$ cat src/rtl/fetch_stage.sv
// rtl/fetch_stage.sv - instruction fetch stage with single-outstanding IMEM request and IF/ID register
//
// Purpose: issues one instruction-memory read at a time, tracks the fetch PC,
//          handles execute-stage redirects, buffers a response that arrives
//          while decode is stalled, and maintains the IF/ID pipeline register.
// Optional feature: define FETCH_PERF_CNT_EN to add FetchCount / RedirectCount.
// Ports:
//   clk, rst_n              clock, synchronous active-low reset
//   PCSrcE, PCTargetE       redirect request and target from execute
//   StallD, FlushD          decode stall / flush controls for IF/ID
//   IMemReq, IMemAddr       one-cycle read request pulse and address
//   IMemRdata, IMemValid    read response data and strobe
//   PCF                     current fetch PC
//   InstrD, PCD, PCPlus4D   IF/ID register contents
//   ValidD                  IF/ID holds a real instruction
//   FetchCount, RedirectCount  (FETCH_PERF_CNT_EN only) wrapping event counters

module fetch_stage #(
    parameter int                    DATA_WIDTH = 32,
    parameter logic [DATA_WIDTH-1:0] RESET_PC   = '0
) (
    input  logic                  clk,
    input  logic                  rst_n,
    input  logic                  PCSrcE,
    input  logic [DATA_WIDTH-1:0] PCTargetE,
    input  logic                  StallD,
    input  logic                  FlushD,
    output logic                  IMemReq,
    output logic [DATA_WIDTH-1:0] IMemAddr,
    input  logic [DATA_WIDTH-1:0] IMemRdata,
    input  logic                  IMemValid,
    output logic [DATA_WIDTH-1:0] PCF,
    output logic [DATA_WIDTH-1:0] InstrD,
    output logic [DATA_WIDTH-1:0] PCD,
    output logic [DATA_WIDTH-1:0] PCPlus4D,
`ifdef FETCH_PERF_CNT_EN
    output logic                  ValidD,
    output logic [31:0]           FetchCount,
    output logic [31:0]           RedirectCount
`else
    output logic                  ValidD
`endif
);

    localparam logic [DATA_WIDTH-1:0] NOP = DATA_WIDTH'(32'h0000_0013);

    typedef enum logic [1:0] {
        S_ISSUE = 2'd0,
        S_WAIT  = 2'd1,
        S_DROP  = 2'd2,
        S_HELD  = 2'd3
    } state_t;

    state_t                state;
    logic [DATA_WIDTH-1:0] skid;
    logic [DATA_WIDTH-1:0] target_al;
    logic [DATA_WIDTH-1:0] pc_plus4;
    logic                  load_en;
    logic [DATA_WIDTH-1:0] load_data;
    logic                  unused_target_lsb;

    // Targets are word aligned; the low two bits are dropped.
    assign target_al         = {PCTargetE[DATA_WIDTH-1:2], 2'b00};
    assign unused_target_lsb = ^PCTargetE[1:0];
    assign pc_plus4          = PCF + DATA_WIDTH'(4);

    // Request is a pure function of state so it stays a one-cycle pulse; a
    // redirect arriving in the issue cycle is honoured without a lost cycle.
    assign IMemReq  = rst_n && (state == S_ISSUE);
    assign IMemAddr = (state == S_ISSUE && PCSrcE) ? target_al : PCF;

    // load_en marks the cycle in which a fetched word is consumed into IF/ID;
    // a concurrent FlushD still consumes it but writes a bubble instead.
    always_comb begin
        load_en   = 1'b0;
        load_data = skid;
        case (state)
            S_WAIT: begin
                if (!PCSrcE && IMemValid && !StallD) begin
                    load_en   = 1'b1;
                    load_data = IMemRdata;
                end
            end
            S_HELD: begin
                if (!PCSrcE && !StallD) begin
                    load_en = 1'b1;
                end
            end
            default: begin
                load_en = 1'b0;
            end
        endcase
    end

    always_ff @(posedge clk) begin
        if (!rst_n) begin
            state <= S_ISSUE;
            PCF   <= RESET_PC;
            skid  <= '0;
        end else begin
            case (state)
                S_ISSUE: begin
                    PCF   <= IMemAddr;
                    state <= S_WAIT;
                end
                S_WAIT: begin
                    if (PCSrcE) begin
                        PCF   <= target_al;
                        // Without the response yet, it must be drained in DROP.
                        state <= IMemValid ? S_ISSUE : S_DROP;
                    end else if (IMemValid) begin
                        if (load_en) begin
                            PCF   <= pc_plus4;
                            state <= S_ISSUE;
                        end else begin
                            skid  <= IMemRdata;
                            state <= S_HELD;
                        end
                    end
                end
                S_DROP: begin
                    if (PCSrcE) begin
                        PCF <= target_al;
                    end
                    if (IMemValid) begin
                        state <= S_ISSUE;
                    end
                end
                S_HELD: begin
                    if (PCSrcE) begin
                        PCF   <= target_al;
                        state <= S_ISSUE;
                    end else if (load_en) begin
                        PCF   <= pc_plus4;
                        state <= S_ISSUE;
                    end
                end
                default: begin
                    state <= S_ISSUE;
                end
            endcase
        end
    end

    // IF/ID register: flush beats stall beats load; otherwise a bubble.
    always_ff @(posedge clk) begin
        if (!rst_n) begin
            InstrD   <= NOP;
            PCD      <= '0;
            PCPlus4D <= '0;
            ValidD   <= 1'b0;
        end else if (FlushD) begin
            InstrD <= NOP;
            ValidD <= 1'b0;
        end else if (StallD) begin
            InstrD <= InstrD;
            ValidD <= ValidD;
        end else if (load_en) begin
            InstrD   <= load_data;
            PCD      <= PCF;
            PCPlus4D <= pc_plus4;
            ValidD   <= 1'b1;
        end else begin
            InstrD <= NOP;
            ValidD <= 1'b0;
        end
    end

`ifdef FETCH_PERF_CNT_EN
    // Counts only words that actually land in IF/ID, and every redirect,
    // since all states accept PCSrcE.
    always_ff @(posedge clk) begin
        if (!rst_n) begin
            FetchCount    <= '0;
            RedirectCount <= '0;
        end else begin
            if (load_en && !FlushD) begin
                FetchCount <= FetchCount + 32'd1;
            end
            if (PCSrcE) begin
                RedirectCount <= RedirectCount + 32'd1;
            end
        end
    end
`endif

endmodule
$ cat config.mk
export PLATFORM = sky130hd
export DESIGN_NAME = fetch_stage
export DESIGN_NICKNAME = d
export VERILOG_FILES = /design/src/rtl/fetch_stage.sv
export SDC_FILE = /design/constraint.sdc
export NUM_CORES = 1
export LEC_CHECK = 0
export ABC_AREA = 0
export BUFFER_PORTS_ARGS = -buffer_cell sky130_fd_sc_hd__buf_2
export CORE_MARGIN = 4
export CORE_UTILIZATION = 30
export CTS_CLUSTER_SIZE = 10
export DETAILED_ROUTE_END_ITERATION = 7
export PLACE_DENSITY = 0.6
export SETUP_SLACK_MARGIN = 0.1
export SLEW_MARGIN = 20
export SYNTH_ARGS = -nofsm -noshare
export SYNTH_HDL_FRONTEND = slang
export SYNTH_SLANG_ARGS = --single-unit
$ cat constraint.sdc
create_clock -name clk -period 3 [get_ports clk]
set_input_delay 0.6 -clock clk [delete_from_list [all_inputs] [get_ports clk]]
set_output_delay 0.6 -clock clk [all_outputs]
set_load 0.01 [all_outputs]
; Yosys cells after proc, flatten, opt, wreduce, memory -nomap -nowiden
; Cells that the tools add are included.
[totals]
ff_bits = 163
latch_bits = 0
ramBits = 0
romBits = 0
inputBits = 70
output_inout_bits = 162
word_cells = 55
n_memories = 0
[classes]
n_addsub = 1
mul = 0
div_mod_pow = 0
magnitude_cmp = 0
n_eq_ne = 7
n_shift = 0
mux = 22
bitwise_logic = 5
n_reduce_logical = 13
[op_table]
columns = operator, n
row1 = 32-bit two-way mux, 9
row2 = 32-bit case mux with 4 select lines, 1
row3 = "32-bit by 3-bit adder with 32-bit output, second input constant", 1
row4 = 2-bit two-way mux, 7
row5 = 2-bit case mux with 4 select lines, 1
row6 = "3-bit inequality test, second input constant", 2
row7 = 3-bit AND reduction, 2
row8 = 1-bit logical AND, 5
row9 = 1-bit NOT, 5
row10 = "2-bit == test, second input constant", 2
row11 = "2-bit inequality test, second input constant", 2
row12 = 4-bit AND reduction, 1
row13 = 1-bit two-way mux, 3
row14 = "2-bit by 1-bit == test with 1-bit output, second input constant", 1
row15 = 1-bit logical NOT, 2
row16 = 2-bit logical NOT, 1
row17 = 1-bit case mux with 2 select lines, 1
row18 = 2-bit AND reduction, 1
row19 = 2-bit OR reduction, 1

; Logic depth before layout (Yosys ltp)
[depth]
word_depth = 9
mapped_depth = 8
depth_no_buf = 6

; Least setup slack after synthesis
; Ideal clock, no wire load.
[synth_timing]
path_kind = input-to-output
start = in PCSrcE
end = out IMemAddr[19]
arrival_ps = 2021
required_ps = 2400
slack_ps = 379
path_stages = 5
n_path_buf = 2
path_cell_list = buf_1 inv_1 nor2_1 clkbuf_1 mux2_2
[synth_between]
elab_chain_cells = 2
[synth_rtl]
columns = element, line_no
row1 = from (decl), 24  ; input logic PCSrcE,
row2 = 1-bit logical AND, 70  ; assign IMemAddr = (state == S_ISSUE && PCSrcE) ? target_al : PCF;
row3 = 32-bit two-way mux, 70
row4 = to (decl), 29  ; output logic [DATA_WIDTH-1:0] IMemAddr,
; Every way passes these cells.

; Worst setup path after layout
[layout_timing]
start = in PCSrcE
end = out IMemAddr[12]
; The elaborated chain is that of the path after synthesis.

==> results.yml <==
logic_synthesis:
  yosysSeqAreaShare_pct: 41.8
  yosys.area.top_type_share_pct: 41.8
  syn-cell-area_mm2: 0.00771
  yosys_warnings: 0
  synth_fp_nets: 1030
  ys.flop_type: "dfxtp_1"
  ys_ff_latch: 161
  yosysTopAreaCell: "dfxtp_1"
  synth_cell_type_count: 56
  avgSynthCellArea_um2: 8.05
  synth_area_leaders: "dfxtp_1, a21oi_1, nand2_1, mux2_2, a222oi_1"
  synth_edf_count: 0
  synth_cells: 958
  synthArstFlopShare_pct: 0
place:
  dp_hpwl_mm: 20.0
  port_buffers: 229
  dp_cells: 1458
  finalWeightedCongestion: 0.912
route:
  firstDrtPassIters: 6
  drc: 0
  wl_per_cell_um: 19.3
  detail_route.vias_per_cell: 5.37
  antenna_left: 0
  wl_mm: 28.7
  dr_total_vias: 7994
  drt_iter0_drc: 663
pwr:
  peakVddDrop_mv: 0.351
  power_density_mw_per_mm2: 535
  power_leakage_nw: 4.00
worst_setup_path:
  crit_arrival_ns: 2.14
  worstPathRequired_ns: 2.40
  rrSetupSlack_ns: 0.68
  rr_startpoint: "PCF[16]"
  start_kind: "input pin"
  rr_worst_depth: 5
  cp-endpoint: "IMemAddr[12]"
  critPathCaptureType: "primary output"
  cp_max_fo: 26
  critPathLaunch: "PCSrcE"
  rr_endpoint: "PCF[31]"
  worstSetupPathType: "in2out"
cts:
  post_cts_buffers: 0
  clkLatencyLatePin_ns: 0.43
  clk_transition_reported_paths_ns: 0.08
  cts_root_buf: "clkbuf_16"
  hold_buffers: 0
  cts_buffer_depth: 2
  cts_tree: "done"
  cts_max_level: 4
  clock-sinks: 161
  numCtsBuffers: 17
  cts_resized: 0
sta:
  rsz0062_at_grt: "no"
  timing.final.max_slew_violations: 0
  worstMarginPinSlew_ns: 0.700
  setup_viol_count_final: 0
  fmax_mhz: 365
  slew_headroom_pct: 53.3
  finalCritPeriodShare_pct: 91.2
  final.setup.tns_ns: 0
  fin_skew_ns: 0.0125
  finalCriticalPeriod_ns: 2.74
  hold_viol_final: 0
global_routing:
  grt_pass1_wl_mm: 44.0
  track_usage_pct: 19.6
  grt-ovfl-total: 0
  grt_antenna_before_repair: 6
  grt_max_degree: 89
  grt_pass1_vias: 7553
final_layout:
  synthToLayoutAreaGrowth_pct: 26.8
  nNetsFinal: 1219
  layout-drive-gt1-share_pct: 29.8
  fin_util_pct: 38.7
  final_cell_count_no_fill: 1490
  nFillCells: 2638
floorplanning:
  die_x_um: 168
  die_area_mm2: 0.0283
  die_y_um: 168
  rows: 58
  pin_count: 232
  initial_utilization_pct: 30.5
  core_area_mm2: 0.0253
worst_hold_path:
  min_path_cells: 3
  hp-start: "IMemRdata[17]"
  hold_path.class: "in2reg"
outcome:
  outcome: "finished clean"
flow_run:
  drv_cap: 0
[power by group]
group	total (W)	switching (W)	internal, W
logic	0.000809	0.000487	0.000322
clock network	0.00217	0.00105	0.00112
registers	0.00226	0.0000617	0.00219
[stage by stage]
step           worst slack, ns  hold slack [ns]  power (W)  area [um2]
2_1_floorplan            0.379            0.436    0.00276        7710
6_report                 0.263            0.411    0.00523        9780
3_3_place_gp             0.318            0.441    0.00310        9200
3_5_place_dp             0.287            0.446    0.00311        9200
5_1_grt                  0.193            0.395    0.00547        9780
4_1_cts                  0.266            0.391    0.00531        9780
[logic make-up after synthesis]
family | synth area share, %
and+or+nand+nor | 21.2
buffers and inverters | 6.33
DFF | 41.8
adders and majority gates | 0.324
AOI/OAI and AO/OA | 22.6
xor gates and xnor gates | 3.18
muxes | 4.59
[cells in the final DEF, fill, tap and decap left out, types with 6 or more instances in the layout]
cell and n:
buf_2 229, nand2_1 163, dfxtp_1 160, a21oi_1 125, nor2_1 65, o21ai_0 48
buf_4 45, a222oi_1 30, mux2_2 27, nor3b_1 20, nand3_1 18, nand4_1 17
clkbuf_16 17, xnor2_1 15, xor2_1 13, o22ai_1 11, nor3_1 11, a211oi_1 10
nor2b_1 8, a2bb2oi_1 8, inv_1 7, and4_1 7, and2_1 6
[sequential cells by signal, summed over array words and instances, names as in the netlist]
| name | flops |
|---|---|
| skid | 32 |
| PCF | 32 |
| PCPlus4D | 30 |
| InstrD | 32 |
| ValidD | 1 |
| PCD | 32 |
| state | 2 |
[final cells by class]
type / count / area, um2 / share of cell area (%)
Antenna cell: 1 / 2.50 / 0.0256
Clock buffer: 17 / 425 / 4.35
Clock inverter: 14 / 158 / 1.61
Inverter: 8 / 30.0 / 0.307
Multi-Input combinational cell: 684 / 4020 / 41.1
Sequential cell: 161 / 3220 / 33.0
Tap cell: 330 / 413 / 4.22
Timing Repair Buffer: 275 / 1500 / 15.4
[critical path: stages]
cell and delay [ns]:
buf_2 0.34, inv_1 0.15, nor2_4 0.14, buf_4 0.33, mux2_2 0.40, buf_2 0.14
[per-layer routing]
metal / routed length [um] / GRT usage (%)
met5: 69 / 0
met4: 446 / 4.90
met1: 11600 / 24.7
met2: 13600 / 32.5
met3: 2990 / 6.50
[synth_stat cells (13+ instances only)]
library cell / n
nor3b_1: 20
mux2_2: 27
nand2_1: 163
nor2_1: 68
a222oi_1: 30
a21oi_1: 125
dfxtp_1: 161
xor2_1: 13
xnor2_1: 15
o21ai_0: 48
nand3_1: 18
clkbuf_1: 69
nand4_1: 17
buf_2: 16
[worst min-delay path by stage]
stage	slack (ns)	endpoint
after floorplan	0.44	skid[10]
after global placement	0.44	skid[9]
after detailed placement	0.45	PCD[12]
after CTS	0.39	skid[17]
after global routing	0.40	skid[17]
final	0.41	skid[17]
No activity file was read; power rests on OpenSTA's default activity.
